===== src/rtl/universal_shift_reg.sv =====
// universal_shift_reg
//   WIDTH-bit universal shift register. It supports hold, single shift right,
//   single shift left and parallel load. It also runs multi-cycle bursts that
//   shift by `amt` positions, one position per enabled clock edge.
//
//   Optional feature: define USR_ROTATE_EN to enable rotation. With rot=1 the
//   bit that leaves one end of the register re-enters at the other end. With
//   USR_ROTATE_EN undefined, `rot` is ignored and shifts always take
//   sin_r/sin_l.
//
// Ports
//   clk     rising-edge clock
//   rst     synchronous active-high reset (priority over everything)
//   en      clock enable; 0 freezes q, burst count, state, busy and done
//   mode    00 hold, 01 shift right, 10 shift left, 11 parallel load
//   d       parallel load data
//   sin_r   serial bit entering the MSB on a right shift
//   sin_l   serial bit entering the LSB on a left shift
//   start   burst request (honoured only with mode 01/10 while not busy)
//   amt     burst shift count
//   rot     rotate select (USR_ROTATE_EN builds only)
//   q       register contents
//   q_bar   ~q, combinational
//   sout_r  q[0], combinational
//   sout_l  q[WIDTH-1], combinational
//   busy    burst in progress
//   done    one-cycle burst-complete pulse
module universal_shift_reg #(
  parameter int WIDTH = 8,
  parameter int AMT_W = 4
) (
  input  logic             clk,
  input  logic             rst,
  input  logic             en,
  input  logic [1:0]       mode,
  input  logic [WIDTH-1:0] d,
  input  logic             sin_r,
  input  logic             sin_l,
  input  logic             start,
  input  logic [AMT_W-1:0] amt,
  input  logic             rot,
  output logic [WIDTH-1:0] q,
  output logic [WIDTH-1:0] q_bar,
  output logic             sout_r,
  output logic             sout_l,
  output logic             busy,
  output logic             done
);

  typedef enum logic [1:0] {IDLE, BUSY, DONE} state_t;

  state_t           state;
  logic [AMT_W-1:0] count;
  logic             dir_left;
  logic             fill_r;
  logic             fill_l;

`ifdef USR_ROTATE_EN
  assign fill_r = rot ? q[0]       : sin_r;
  assign fill_l = rot ? q[WIDTH-1] : sin_l;
`else
  // rot has no effect in this build.
  logic unused_rot;
  assign unused_rot = rot;
  assign fill_r     = sin_r;
  assign fill_l     = sin_l;
`endif

  function automatic logic [WIDTH-1:0] shift_right(input logic [WIDTH-1:0] v,
                                                   input logic b);
    return {b, v[WIDTH-1:1]};
  endfunction

  function automatic logic [WIDTH-1:0] shift_left(input logic [WIDTH-1:0] v,
                                                  input logic b);
    return {v[WIDTH-2:0], b};
  endfunction

  always_ff @(posedge clk) begin
    if (rst) begin
      state    <= IDLE;
      q        <= '0;
      count    <= '0;
      dir_left <= 1'b0;
      busy     <= 1'b0;
      done     <= 1'b0;
    end else if (en) begin
      case (state)
        BUSY: begin
          // Commands are ignored while a burst runs. Only the latched
          // direction and the live serial inputs matter here.
          q     <= dir_left ? shift_left(q, fill_l) : shift_right(q, fill_r);
          count <= count - AMT_W'(1);
          if (count == AMT_W'(1)) begin
            state <= DONE;
            busy  <= 1'b0;
            done  <= 1'b1;
          end
        end
        default: begin
          // IDLE and DONE accept commands identically. In DONE the done
          // pulse is dropped at this edge unless a zero-length burst
          // raises it again.
          done <= 1'b0;
          if (start && (mode == 2'b01 || mode == 2'b10)) begin
            // The start edge only latches the burst; no shift happens here.
            dir_left <= mode[1];
            count    <= amt;
            if (amt != '0) begin
              state <= BUSY;
              busy  <= 1'b1;
            end else begin
              state <= DONE;
              done  <= 1'b1;
            end
          end else begin
            state <= IDLE;
            case (mode)
              2'b00: q <= q;
              2'b01: q <= shift_right(q, fill_r);
              2'b10: q <= shift_left(q, fill_l);
              2'b11: q <= d;
            endcase
          end
        end
      endcase
    end
  end

  assign q_bar  = ~q;
  assign sout_r = q[0];
  assign sout_l = q[WIDTH-1];

endmodule


===== config.mk =====
export PLATFORM = sky130hd
export DESIGN_NAME = universal_shift_reg
export DESIGN_NICKNAME = d
export VERILOG_FILES = /design/src/rtl/universal_shift_reg.sv
export SDC_FILE = /design/constraint.sdc
export NUM_CORES = 1
export LEC_CHECK = 0
export CAP_MARGIN = 10
export CORE_ASPECT_RATIO = 1.75
export CORE_UTILIZATION = 25
export CTS_BUF_LIST = sky130_fd_sc_hd__clkbuf_4
export CTS_CLUSTER_SIZE = 30
export DETAILED_ROUTE_END_ITERATION = 8
export MAX_ROUTING_LAYER = met4
export SETUP_SLACK_MARGIN = 0.02
export SYNTH_ARGS = -nofsm -noshare
export SYNTH_HDL_FRONTEND = slang
export SYNTH_SLANG_ARGS = --single-unit

===== constraint.sdc =====
create_clock -name clk -period 2.31 [get_ports clk]
set_input_delay 0.3465 -clock clk [delete_from_list [all_inputs] [get_ports clk]]
set_output_delay 0.3465 -clock clk [all_outputs]
set_load 0.05 [all_outputs]

# ---- Word-level counts from Yosys, hierarchy flattened
# Index checks and enable logic that the tools add are counted.
dict set report totals {
  in_bits 21
  elab_cells 46
  register_bits 17
}
dict set report op_classes {
  muxes 18
  add_sub_neg 1
  reduce_logical 11
  n_bitwise 2
  eq_ne 8
}
# cell count
set ops {}
lappend ops {{2-to-1 mux 8 bit} 3}
lappend ops {{case mux 8 bit (3 select lines)} 1}
lappend ops {{2-to-1 mux 1 bit} 8}
lappend ops {{2-to-1 mux 2 bit} 4}
lappend ops {{2-to-1 mux 4 bit} 2}
lappend ops {{inverter 8 bit} 1}
lappend ops {{AND reduction 3 bit} 2}
lappend ops {{== test 2 x 1 -> 1 bit, second input constant} 2}
lappend ops {{== test 2 bit, second input constant} 2}
lappend ops {{== test 4 x 1 -> 1 bit, second input constant} 1}
lappend ops {{!= test 2 x 1 -> 1 bit, second input constant} 2}
lappend ops {{AND reduction 2 bit} 2}
lappend ops {{AND reduction 4 bit} 1}
lappend ops {{nonzero test 2 bit} 2}
lappend ops {{nonzero test 4 bit} 1}
lappend ops {{subtractor 4 x 1 -> 4 bit, second input constant} 1}
lappend ops {{logical NOT 2 bit} 1}
lappend ops {{!= test 2 bit, second input constant} 1}
lappend ops {{logical AND 1 bit} 1}
lappend ops {{logical OR 1 bit} 1}
lappend ops {{inverter 1 bit} 1}

# ---- Logic depth before layout (Yosys ltp)
dict set report logic_depth {
  ltp_word 5
  depth_mapped 7
}

# ---- Worst setup path after synthesis
# Ideal clock, no wire load.
dict set report synth_path {
  path_kind {flip-flop to flip-flop}
  from {reg q[2]}
  to {reg q[1]}
  arrival_time_ns 1.752
  t_required_ns 2.241
  synth_period_minus_slack_ns 1.821
  stages_incl_launch_ff 5
  path_buffers 0
  setup_slack_ns 0.489
  cell_sequence {dfxtp_1 > inv_1 > o211a_1 > a211o_1 > a21oi_2}
}
dict set report synth_between {
  elab_chain_len 3
}
# item line
set synth_rtl {}
lappend synth_rtl {{start, declared} 42} ;# output logic [WIDTH-1:0] q,
lappend synth_rtl {{start signal, assigned} 92} ;# q <= dir_left ? shift_left(q, fill_l) : shift_right(q, fill_r);
lappend synth_rtl {{start signal, assigned} 119} ;# 2'b00: q <= q;
lappend synth_rtl {{start signal, assigned} 120} ;# 2'b01: q <= shift_right(q, fill_r);
lappend synth_rtl {{case mux 8 bit (3 select lines)} 118} ;# case (mode)
lappend synth_rtl {{2-to-1 mux 8 bit} 105} ;# if (start && (mode == 2'b01 || mode == 2'b10)) begin
lappend synth_rtl {{2-to-1 mux 8 bit (*)} 88} ;# case (state)
# Every way passes the cells marked *; elsewhere a longest branch is shown, timed or not. The select of a mux whose other input is x is not followed.
# A chain may end at the register's enable or synchronous reset.

# ---- Worst setup path after layout
dict set report layout_path {
  from {reg q[0]}
  to {out sout_r}
}
# item line
set layout_rtl {}
lappend layout_rtl {{end, declared} 44} ;# output logic sout_r,
# No word-level cell between the ends.

==> results.md <==
- Outcome: completed
- GRT overflow: 0
- Synthesized flop and latch total: 16
- Global-route wire length before repair: 5440 um
- Maximum buffer depth of the clock tree: 2
- CTS tree: done
- Die height: 94.5 um
- Crit Path Max Fanout: 6
- Critical path buffer and inverter count: 1
- Worst-margin pin slew: 0.560 ns
- Final WL: 3140 um
- Synth Area in Adders: 0.0512
- Mapped cell area: 0.00122 mm2
- CP max stage cell: clkdlybuf4s50_1
- Synth warnings: 0
- GPL Wtd Cong: 0.767
- Fin. max-slew vios: 0
- Mux share of post-synthesis cell area: 0.00819
- Layout Cells excl Fill: 237
- DRC violations left: 0
- Class of the worst hold path: reg -> reg
- Leak: ~0.59 nW
- Syn-to-layout area delta: 34.8%
- Initial antenna violation count: 0
- Share of cells above drive strength 1: 0.146
- M1 GR Usage: 0.161
- Setup violations, final: 0
- Finished layout cell area: 0.00165 mm2
- DR vias/cell: 4.97
- Synth Net Count: 174
- Drt wl/cell: roughly 13 um
- Remaining antenna violation count after routing: 0
- Die ar.: 0.00518 mm2
- Simple-gate share of the synthesized area: 0.198
- Worst slew margin: 0.626
- Layout net count: about 210
- Crit path cell chain: clkdlybuf4s50_1
- Met2 usage: 0.251
- F_max: 516 MHz
- DP HPWL: 2420 um
- Sequential area share after synthesis: 0.262
- Layout Skew: 0.000517 ns
- Inst Count DP: 233
- Setup CP Type: reg -> out
- Antenna diode count: 0
- CTS H-tree depth: 1
- Tcrit/Tclk final: 0.839
- Num rows: 33
- Buffers on Ports: 39
- Vias in the first global route: around 1200
- Post-CTS Resized: 0
- Later-pin clock latency in the skew report: 0.28 ns
- CTS buffer count: 3
- Largest net degree at the start of global routing: 20
- Final Hold Viols: 0
- Top Ports: 41
- Largest stage delay on the critical path: 0.85 ns
- RSZ-0062 raised after global routing: no
- XOR/XNOR Fraction of Synth Area: 0
- Global Route Usage Sum: 0.144
- CTS sink cnt: 16
- Chip Width: 54.9 um
- Post-Route Utilization: 0.350
- Most Crowded Layer GR: met2
- Pwr dens: 456 mW/mm2
- Cell taking the most area after synthesis: dfxtp_1
- Asr flop ratio synth: 0
- DR vias: 1179
- Arr. time, crit path: 1.59 ns
- Clock slew at reported path FFs: 0.10 ns
- Area contributors post-synth: dfxtp_1 26%, nand2_1 8.6%, a211o_1 6.4%, a221oi_2 6.1%, o211a_1 5.7%
- Maximum vdd ir drop: approximately 0.00025 V
- Root Driver: clkbuf_4
- Routing usage on met3: 0.0145
- Post-synth EDFFs: 0
- Critical Path Start Type: register
- Post-synth top area share: 0.262
- Core Box Area: ~0.0047 mm2
- Area after DPL: 0.00162 mm2
- Synth Area in Compound Gates: 0.355
- Min Tclk post-route: 1.94 ns
- DR pass1 iterations: 4
- Top FF cell, synth: dfxtp_1
- Cell variety after synth: 39
- 1st-iter DRT viols: 23
- Main combinational cell family by area after synthesis: compound AO/OA/AOI/OAI gates
- Max_cap viols: 0
- Final TNS setup: 0 ns
- CP Capture Type: primary output
- Delay-heaviest family, CP: buffers and inverters
- Initial Util: 0.260
- Hold buffers post-CTS: 0
- Mapped Cells: 148
- Avg Cell Area, Syn: slightly above 8 um2
- Post-CTS setup buffers: 0
- Req. time, crit path: 1.96 ns
- Post-Route Hold Slack: 0.469 ns
[metrics by stage]
stage	setup WS, ns	total power, mW
2_1_floorplan	0.489	0.511
3_3_place_gp	0.207	0.603
3_5_place_dp	0.205	0.604
4_1_cts	0.344	0.763
5_1_grt	0.298	0.798
6_report	0.372	0.751
[routing by layer]
metal | wire length (um) | share of wire | vias to the layer above
li1 | - | - | 599
met1 | 1270 | 0.40 | 551
met2 | 1690 | 0.54 | 25
met3 | 153 | 0.049 | 4
met4 | 31 | 0.0099 | 0
met5 | 0 | 0 | -
[Yosys cell counts, types with 2 or more instances]
| library cell | instances |
|---|---|
| a21oi_2 | 7 |
| nor2_1 | 7 |
| dfxtp_1 | 16 |
| nand2_1 | 28 |
| a221oi_1 | 3 |
| a21oi_1 | 8 |
| buf_6 | 3 |
| o21ai_0 | 3 |
| buf_4 | 5 |
| ha_1 | 5 |
| a211o_1 | 9 |
| a31oi_1 | 2 |
| buf_2 | 2 |
| a221oi_2 | 5 |
| inv_1 | 12 |
| nor3_1 | 2 |
| nand3_1 | 3 |
| o211a_1 | 7 |
[kinds of logic after synthesis]
family	after synthesis
adders and majority gates	5
AOI/OAI and AO/OA	50
DFF	16
muxes	1
and+or+nand+nor	51
buffers and inverters	25
[cell usage in the layout (no fill, tap or decap), drive strengths merged]
cell           count
nand2b             1
a221oi             8
o21a               1
nor3               2
and4bb             1
inv               12
nand3b             1
o211a              7
nand3              3
a21boi             1
and2               1
o21ai              5
nor2               8
clkdlybuf4s50     39
buf                7
nor3b              1
a31oi              2
nor4               1
a211oi             1
clkinv             1
or2                1
ha                 5
dfxtp             16
clkbuf             3
a21o               1
a211o              9
nand2             28
nand4              1
nor2b              2
mux2i              1
a21oi             15
[flip-flops by register name (all words and copies together), names as in the netlist]
| register | cells |
|---|---|
| busy | 1 |
| done | 1 |
| dir_left | 1 |
| q | 8 |
| state | 1 |
| count | 4 |
[path summary, 6_finish.rpt]
path	start	endpoint	slack, ns	cells after the start
worst min-delay path	count[1]	count[1]	0.47	2
worst max register to register	state[0]	q[2]	0.65	5
worst min register to register	count[1]	count[1]	0.47	2
worst max-delay path	q[0]	sout_r	0.37	1
[area by class of cell]
type	count	area [um2]
Clock buffer	3	22.5
Tap cell	52	65.1
Inverter	12	45.0
Timing Repair Buffer	46	443
Sequential cell	16	320
Clock inverter	1	3.75
Fill cell	527	3060
Multi-Input combinational cell	107	748
[worst min-delay path, stage by stage (launching register included)]
cell	delay (ns)
dfxtp_1	0.33
nand2_1	0.05
a21oi_1	0.05
[power breakdown]
group	total (mW)	internal (mW)	switching [mW]
Sequential	0.314	0.291	0.0226
Clock	0.155	0.0627	0.0928
Combinational	0.281	0.121	0.161
Total	0.751	0.475	0.276
Power figures use the tool's default switching activity.
